--- src/rtl/mant_seq_divider_pkg.sv ---
// mant_seq_divider_pkg: divider state encoding and mantissa widths shared with the normalise/round stages
package mant_seq_divider_pkg;
    localparam int DP_MANT_W = 53;
    localparam int SP_MANT_W = 24;
    typedef enum logic [1:0] {
        DIV_IDLE = 2'd0,
        DIV_CALC = 2'd1,
        DIV_DONE = 2'd2
    } div_state_t;
endpackage

--- src/rtl/mant_seq_divider_if.sv ---
// mant_seq_divider_if: operand request and result response handshakes of the mantissa divider
interface mant_seq_divider_if import mant_seq_divider_pkg::*; #(parameter int WIDTH = DP_MANT_W);
    logic             in_valid;
    logic             in_ready;
    logic [WIDTH-1:0] dividend;
    logic [WIDTH-1:0] divisor;
    logic             out_valid;
    logic             out_ready;
    logic [WIDTH-1:0] quot;
    logic [WIDTH-1:0] rem;
    logic             sticky;
    logic             div_by_zero;
    modport master (
        output in_valid, dividend, divisor, out_ready,
        input  in_ready, out_valid, quot, rem, sticky, div_by_zero
    );
    modport slave (
        input  in_valid, dividend, divisor, out_ready,
        output in_ready, out_valid, quot, rem, sticky, div_by_zero
    );
endinterface

--- src/rtl/mant_seq_divider_div_restoring_step.sv ---
// div_restoring_step: one radix-2 restoring iteration (shift in a dividend bit, subtract if it fits)
module div_restoring_step #(parameter int WIDTH = 53) (
    input  logic [WIDTH:0]   r,
    input  logic             q_msb,
    input  logic [WIDTH-1:0] divisor,
    output logic [WIDTH:0]   r_nx,
    output logic             qbit
);
    logic [WIDTH+1:0] t;
    logic [WIDTH:0]   d;
    always_comb begin
        t    = {r, q_msb};
        d    = {1'b0, divisor};
        qbit = t >= {1'b0, d};
        r_nx = t[WIDTH:0] - (qbit ? d : '0);
    end
endmodule

--- src/rtl/mant_seq_divider.sv ---
// mant_seq_divider: iterative restoring divider for unsigned mantissas, one quotient bit per clock
module mant_seq_divider import mant_seq_divider_pkg::*; #(parameter int WIDTH = DP_MANT_W) (
    input logic              clk,
    input logic              rst_n,
    mant_seq_divider_if.slave bus
);
    localparam int CW = $clog2(WIDTH + 1);
    localparam logic [CW-1:0] CNT_LD = CW'(WIDTH - 1);
    div_state_t       state, state_nx;
    logic [WIDTH:0]   r, r_nx;
    logic [WIDTH-1:0] q, dvs, quot_r, rem_r;
    logic [CW-1:0]    cnt;
    logic             qbit, dbz, ov, sticky_r, dbz_r, accept;
    assign bus.in_ready    = state == DIV_IDLE;
    assign bus.out_valid   = ov;
    assign bus.quot        = quot_r;
    assign bus.rem         = rem_r;
    assign bus.sticky      = sticky_r;
    assign bus.div_by_zero = dbz_r;
    always_comb begin
        accept   = rst_n && bus.in_valid && state == DIV_IDLE;
        state_nx = accept ? (bus.divisor == '0 ? DIV_DONE : DIV_CALC) :
                   (state == DIV_CALC && cnt == '0) ? DIV_DONE :
                   (state == DIV_DONE && ov && bus.out_ready) ? DIV_IDLE : state;
    end
    always_ff @(posedge clk)
        state <= !rst_n ? DIV_IDLE : state_nx;
    div_restoring_step #(.WIDTH(WIDTH)) u_step (
        .r       (r),
        .q_msb   (q[WIDTH-1]),
        .divisor (dvs),
        .r_nx    (r_nx),
        .qbit    (qbit)
    );
    // divide-by-zero preloads the final answer so DONE can publish it unchanged
    always_ff @(posedge clk) begin
        if (accept) begin
            dbz <= bus.divisor == '0;
            dvs <= bus.divisor;
            cnt <= CNT_LD;
            r   <= bus.divisor == '0 ? {1'b0, bus.dividend} : '0;
            q   <= bus.divisor == '0 ? '1 : bus.dividend;
        end else if (state == DIV_CALC) begin
            r   <= r_nx;
            q   <= {q[WIDTH-2:0], qbit};
            cnt <= cnt - 1'b1;
        end
    end
    // results are captured on the first DONE cycle and frozen until consumed
    always_ff @(posedge clk) begin
        if (!rst_n) begin
            ov       <= 1'b0;
            quot_r   <= '0;
            rem_r    <= '0;
            sticky_r <= 1'b0;
            dbz_r    <= 1'b0;
        end else if (state == DIV_DONE) begin
            ov <= !(ov && bus.out_ready);
            if (!ov) begin
                quot_r   <= q;
                rem_r    <= r[WIDTH-1:0];
                sticky_r <= |r;
                dbz_r    <= dbz;
            end
        end
    end
endmodule

--- src/flat_wrapper.sv ---
// flat-port wrapper written by rule: the top's interface ports become plain ports
module mant_seq_divider_flat import mant_seq_divider_pkg::*;
#(parameter int WIDTH = DP_MANT_W)
  (clk, rst_n, bus_in_valid, bus_dividend, bus_divisor, bus_out_ready, bus_in_ready, bus_out_valid, bus_quot, bus_rem, bus_sticky, bus_div_by_zero);
  mant_seq_divider_if #(.WIDTH(WIDTH)) bus_i ();
  input logic clk;
  input logic rst_n;
  input wire logic [$bits(bus_i.in_valid)-1:0] bus_in_valid;
  input wire logic [$bits(bus_i.dividend)-1:0] bus_dividend;
  input wire logic [$bits(bus_i.divisor)-1:0] bus_divisor;
  input wire logic [$bits(bus_i.out_ready)-1:0] bus_out_ready;
  output wire logic [$bits(bus_i.in_ready)-1:0] bus_in_ready;
  output wire logic [$bits(bus_i.out_valid)-1:0] bus_out_valid;
  output wire logic [$bits(bus_i.quot)-1:0] bus_quot;
  output wire logic [$bits(bus_i.rem)-1:0] bus_rem;
  output wire logic [$bits(bus_i.sticky)-1:0] bus_sticky;
  output wire logic [$bits(bus_i.div_by_zero)-1:0] bus_div_by_zero;
  assign bus_i.in_valid = bus_in_valid;
  assign bus_i.dividend = bus_dividend;
  assign bus_i.divisor = bus_divisor;
  assign bus_i.out_ready = bus_out_ready;
  assign bus_in_ready = bus_i.in_ready;
  assign bus_out_valid = bus_i.out_valid;
  assign bus_quot = bus_i.quot;
  assign bus_rem = bus_i.rem;
  assign bus_sticky = bus_i.sticky;
  assign bus_div_by_zero = bus_i.div_by_zero;
  mant_seq_divider #(.WIDTH(WIDTH)) u_core (.clk(clk), .rst_n(rst_n), .bus(bus_i));
endmodule
--- config.mk ---
export PLATFORM = sky130hd
export DESIGN_NAME = mant_seq_divider_flat
export DESIGN_NICKNAME = d
export VERILOG_FILES = /design/src/rtl/mant_seq_divider_pkg.sv /design/src/rtl/mant_seq_divider_if.sv /design/src/rtl/mant_seq_divider_div_restoring_step.sv /design/src/rtl/mant_seq_divider.sv /design/src/flat_wrapper.sv
export SDC_FILE = /design/constraint.sdc
export NUM_CORES = 1
export LEC_CHECK = 0
export ABC_AREA = 1
export CORE_MARGIN = 2
export CORE_UTILIZATION = 34
export CTS_CLUSTER_SIZE = 28
export DETAILED_ROUTE_END_ITERATION = 6
export GPL_ROUTABILITY_DRIVEN = 1
export REMOVE_ABC_BUFFERS = 1
export SLEW_MARGIN = 20
export SYNTH_ARGS = -nofsm -noshare
export SYNTH_HDL_FRONTEND = slang
export SYNTH_SLANG_ARGS = --single-unit
export TNS_END_PERCENT = 30
--- constraint.sdc ---
create_clock -name clk -period 4.9 [get_ports clk]
set_input_delay 0.735 -clock clk [delete_from_list [all_inputs] [get_ports clk]]
set_output_delay 0.735 -clock clk [all_outputs]
set_load 0.01 [all_outputs]
==> results.toml <==
[power_and_ir_drop]
irDropWorstVdd_mv = 0.260
combPwrFrac = 0.500
p_sw_frac = 0.460
clkPwrFrac = 0.216
p_total_mw = 12.0
p_per_area_nw_per_um2 = 578
net-switching-power_mw = 5.51
intPower_mw = 6.48
p_leak_nw = 9.79
seqPwrFrac = 0.283

[global_route]
grt_usage = 0.230
grt_max_degree = 108
grt_overflow = 0
grt_pass1_vias = 15300
grt_pass1_wl_um = 89300
antenna_found_initial = 3

[clock_tree]
clk_path_buf_depth = 3
cts.sinks = 278
clk_pin_slew_ns = 0.07
clock_latency_ns = 0.60
htreeDepth = 1
cts_root_buf = "clkbuf_16"
cts_tree = "done"
ctsHoldBuffers = 0
cts_made_buffers = 31

[setup_path]
startpoint_type = "register"
crit_type = "register to register"
path_max_fanout = 54
required_ns = 5.23
r2r_slack_ns = 0.23
worstPathArrival_ns = 5.01
cp-end-kind = "register"

[logic_synthesis]
syn_area_sq_um = 16800
synth-edff-count = 161
ys_types = 46
synth_flop_cell = "edfxtp_1"
ys_seq_elements = 278
ys_seq_area_frac = 0.428
avgSynthCellArea_sq_um = 7.29
ys_warn_count = 0
async_flop_share = 0
synth_cells = 2301

[layout]
utilization = 0.425
num_antenna_cells = 0
drive_above_1_share = 0.0430
fin_cells = 3196
nFillCells = 5098
syn2layout_area_growth_pct = 23.7
final_area_sq_um = 20700
mostFrequentLayoutCells = "nand2_1 (607), inv_1 (367), nor2_1 (367)"
layout_commonest_cell = "nand2_1"
fin_nets = 2726

[sta]
finalCritPeriodShare = 0.953
slew_headroom = 0.412
slew_violations = 0
setup_viol = 0
min_period_ns = 4.67
skew_ns = 0.0277
setup-tns-final_ns = 0
hold_slack_ns = 0.469
hold_violations = 0
fmax_ghz = 0.214
rsz0062_at_grt = "false"
max_slew.worst_pin.slew_ns = 0.883
setup_slack_ns = 0.229

[job]
max_cap_viol_count = 0

[placed_design]
gp_congestion = 0.946
placedInstanceArea_sq_um = 19600
dpl.cell_count = 3139
dp_hpwl_um = 45500
post-place-ws_ns = 0.334
port_buffers = 219

[routing]
drtPass1Iterations = 5
vias = 15700
drtIter0Drc = 1288
ant_nets = 0
routed_wl_um = 58700
vias_per_cell = 4.92
drc_errors = 0
wl_per_cell_um = 18.4

[floorplanning]
io_pins = 220
core_area_sq_um = 48800
die_y_um = 226
initial_core_util = 0.343
rows = 81
die_area_sq_um = 51100
die_w_um = 226

[hold_path]
hold_path_class = "register to register"

[outcome]
outcome = "finished, final reports clean"
## area by class of cell
class                      count  area [sq um]  share of cell area
multi-input combinational   1589          7870               0.380
sequential                   278          7180               0.346
timing repair buffer         235          2340               0.113
inverter                     373          1400              0.0677
tap                          664           831              0.0401
clock buffer                  32           779              0.0376
clock inverter                25           334              0.0161
## synth_stat cells (2+ instances only)
cell type	n	share of area
nand2_1	608	0.14
nor2_1	368	0.082
inv_1	367	0.082
o21ai_0	167	0.050
edfxtp_1	161	0.29
dfxtp_1	117	0.14
a21oi_1	115	0.034
ha_1	107	0.080
nand3_1	75	0.022
clkbuf_1	30	0.0067
o22a_1	24	0.013
nand4_1	19	0.0071
nor4_1	18	0.0067
o21ai_1	18	0.0054
buf_2	14	0.0042
nor3_1	14	0.0042
buf_6	9	0.0060
buf_4	7	0.0031
nand2_2	7	0.0026
inv_2	6	0.0013
nand3_2	5	0.0030
nand3b_1	5	0.0022
nor2_2	5	0.0019
o21bai_1	5	0.0022
a21boi_0	3	0.0013
a211oi_1	2	0.00089
and2_1	2	0.00075
nor2_4	2	0.0013
o21ai_2	2	0.0010
o22ai_1	2	0.00075
or2_2	2	0.00075
## worst max-delay path, cell delays in order, from the launching register on
cell and delay, ns:
edfxtp_1 0.50, ha_1 0.35, nand2_1 0.10, nor4_4 0.37, nand2_1 0.25, nor2_1 0.15
nand2_1 0.10, nand3_4 0.08, buf_12 0.26, nand2_1 0.09, inv_1 0.06, ha_1 0.13
inv_1 0.08, fa_1 0.44, nand2_1 0.13, nand3_1 0.10, nand3_1 0.09, nand2_1 0.14
nand2_1 0.09, nand3_1 0.19, nand2_1 0.18, a21oi_1 0.08, o21ai_1 0.41
## kinds of logic after synthesis
logic type,Yosys count,share of synthesized area
simple gates,1136,0.276
fa+ha+maj,108,0.0810
flops,278,0.428
xor+xnor,1,0.000522
buf+inv,434,0.104
compound gates,344,0.111
## timing repair
item / in CTS / in global routing
buffers inserted: 0 / 0
endpoints found under the setup margin: 0 / 2
resized for setup: 0 / 2
## sequential cells by signal, indices dropped and copies added (netlist names), 2 cells and up
| name | cells |
|---|---|
| u_core.bus.rem | 53 |
| u_core.dvs | 53 |
| u_core.state | 2 |
| u_core.bus.quot | 53 |
| u_core.cnt | 6 |
| u_core.q | 53 |
| u_core.r | 54 |
## power groups by stage
| stage | Combinational [mW] | Sequential, mW | Clock (mW) |
|---|---|---|---|
| 2_1_floorplan | 3.98 | 3.30 | 0 |
| 3_3_place_gp | 5.89 | 3.42 | 0 |
| 3_5_place_dp | 5.90 | 3.43 | 0 |
| 4_1_cts | 5.93 | 3.39 | 2.65 |
| 5_1_grt | 6.80 | 3.44 | 2.73 |
| 6_report | 6.00 | 3.40 | 2.59 |
## routing by layer
layer	track usage	up-vias	part of all wire
met5	0	-	0
met4	0.0539	0	0.021
met3	0.0414	66	0.070
met2	0.359	487	0.44
met1	0.328	7393	0.47
li1	-	7790	-
## final timing paths
| path | start | end | depth (start not counted) |
|---|---|---|---|
| worst min register to register | u_core.cnt[0]$_SDFFE_PP0P_ | u_core.cnt[0]$_SDFFE_PP0P_ | 2 |
| worst max register to register | u_core.r[49]$_DFFE_PP_ | u_core.r[40]$_DFFE_PP_ | 22 |
| worst max-delay path | u_core.r[49]$_DFFE_PP_ | u_core.r[40]$_DFFE_PP_ | 22 |
| worst min-delay path | u_core.cnt[0]$_SDFFE_PP0P_ | u_core.cnt[0]$_SDFFE_PP0P_ | 2 |
(Power assumes the default switching activity.)
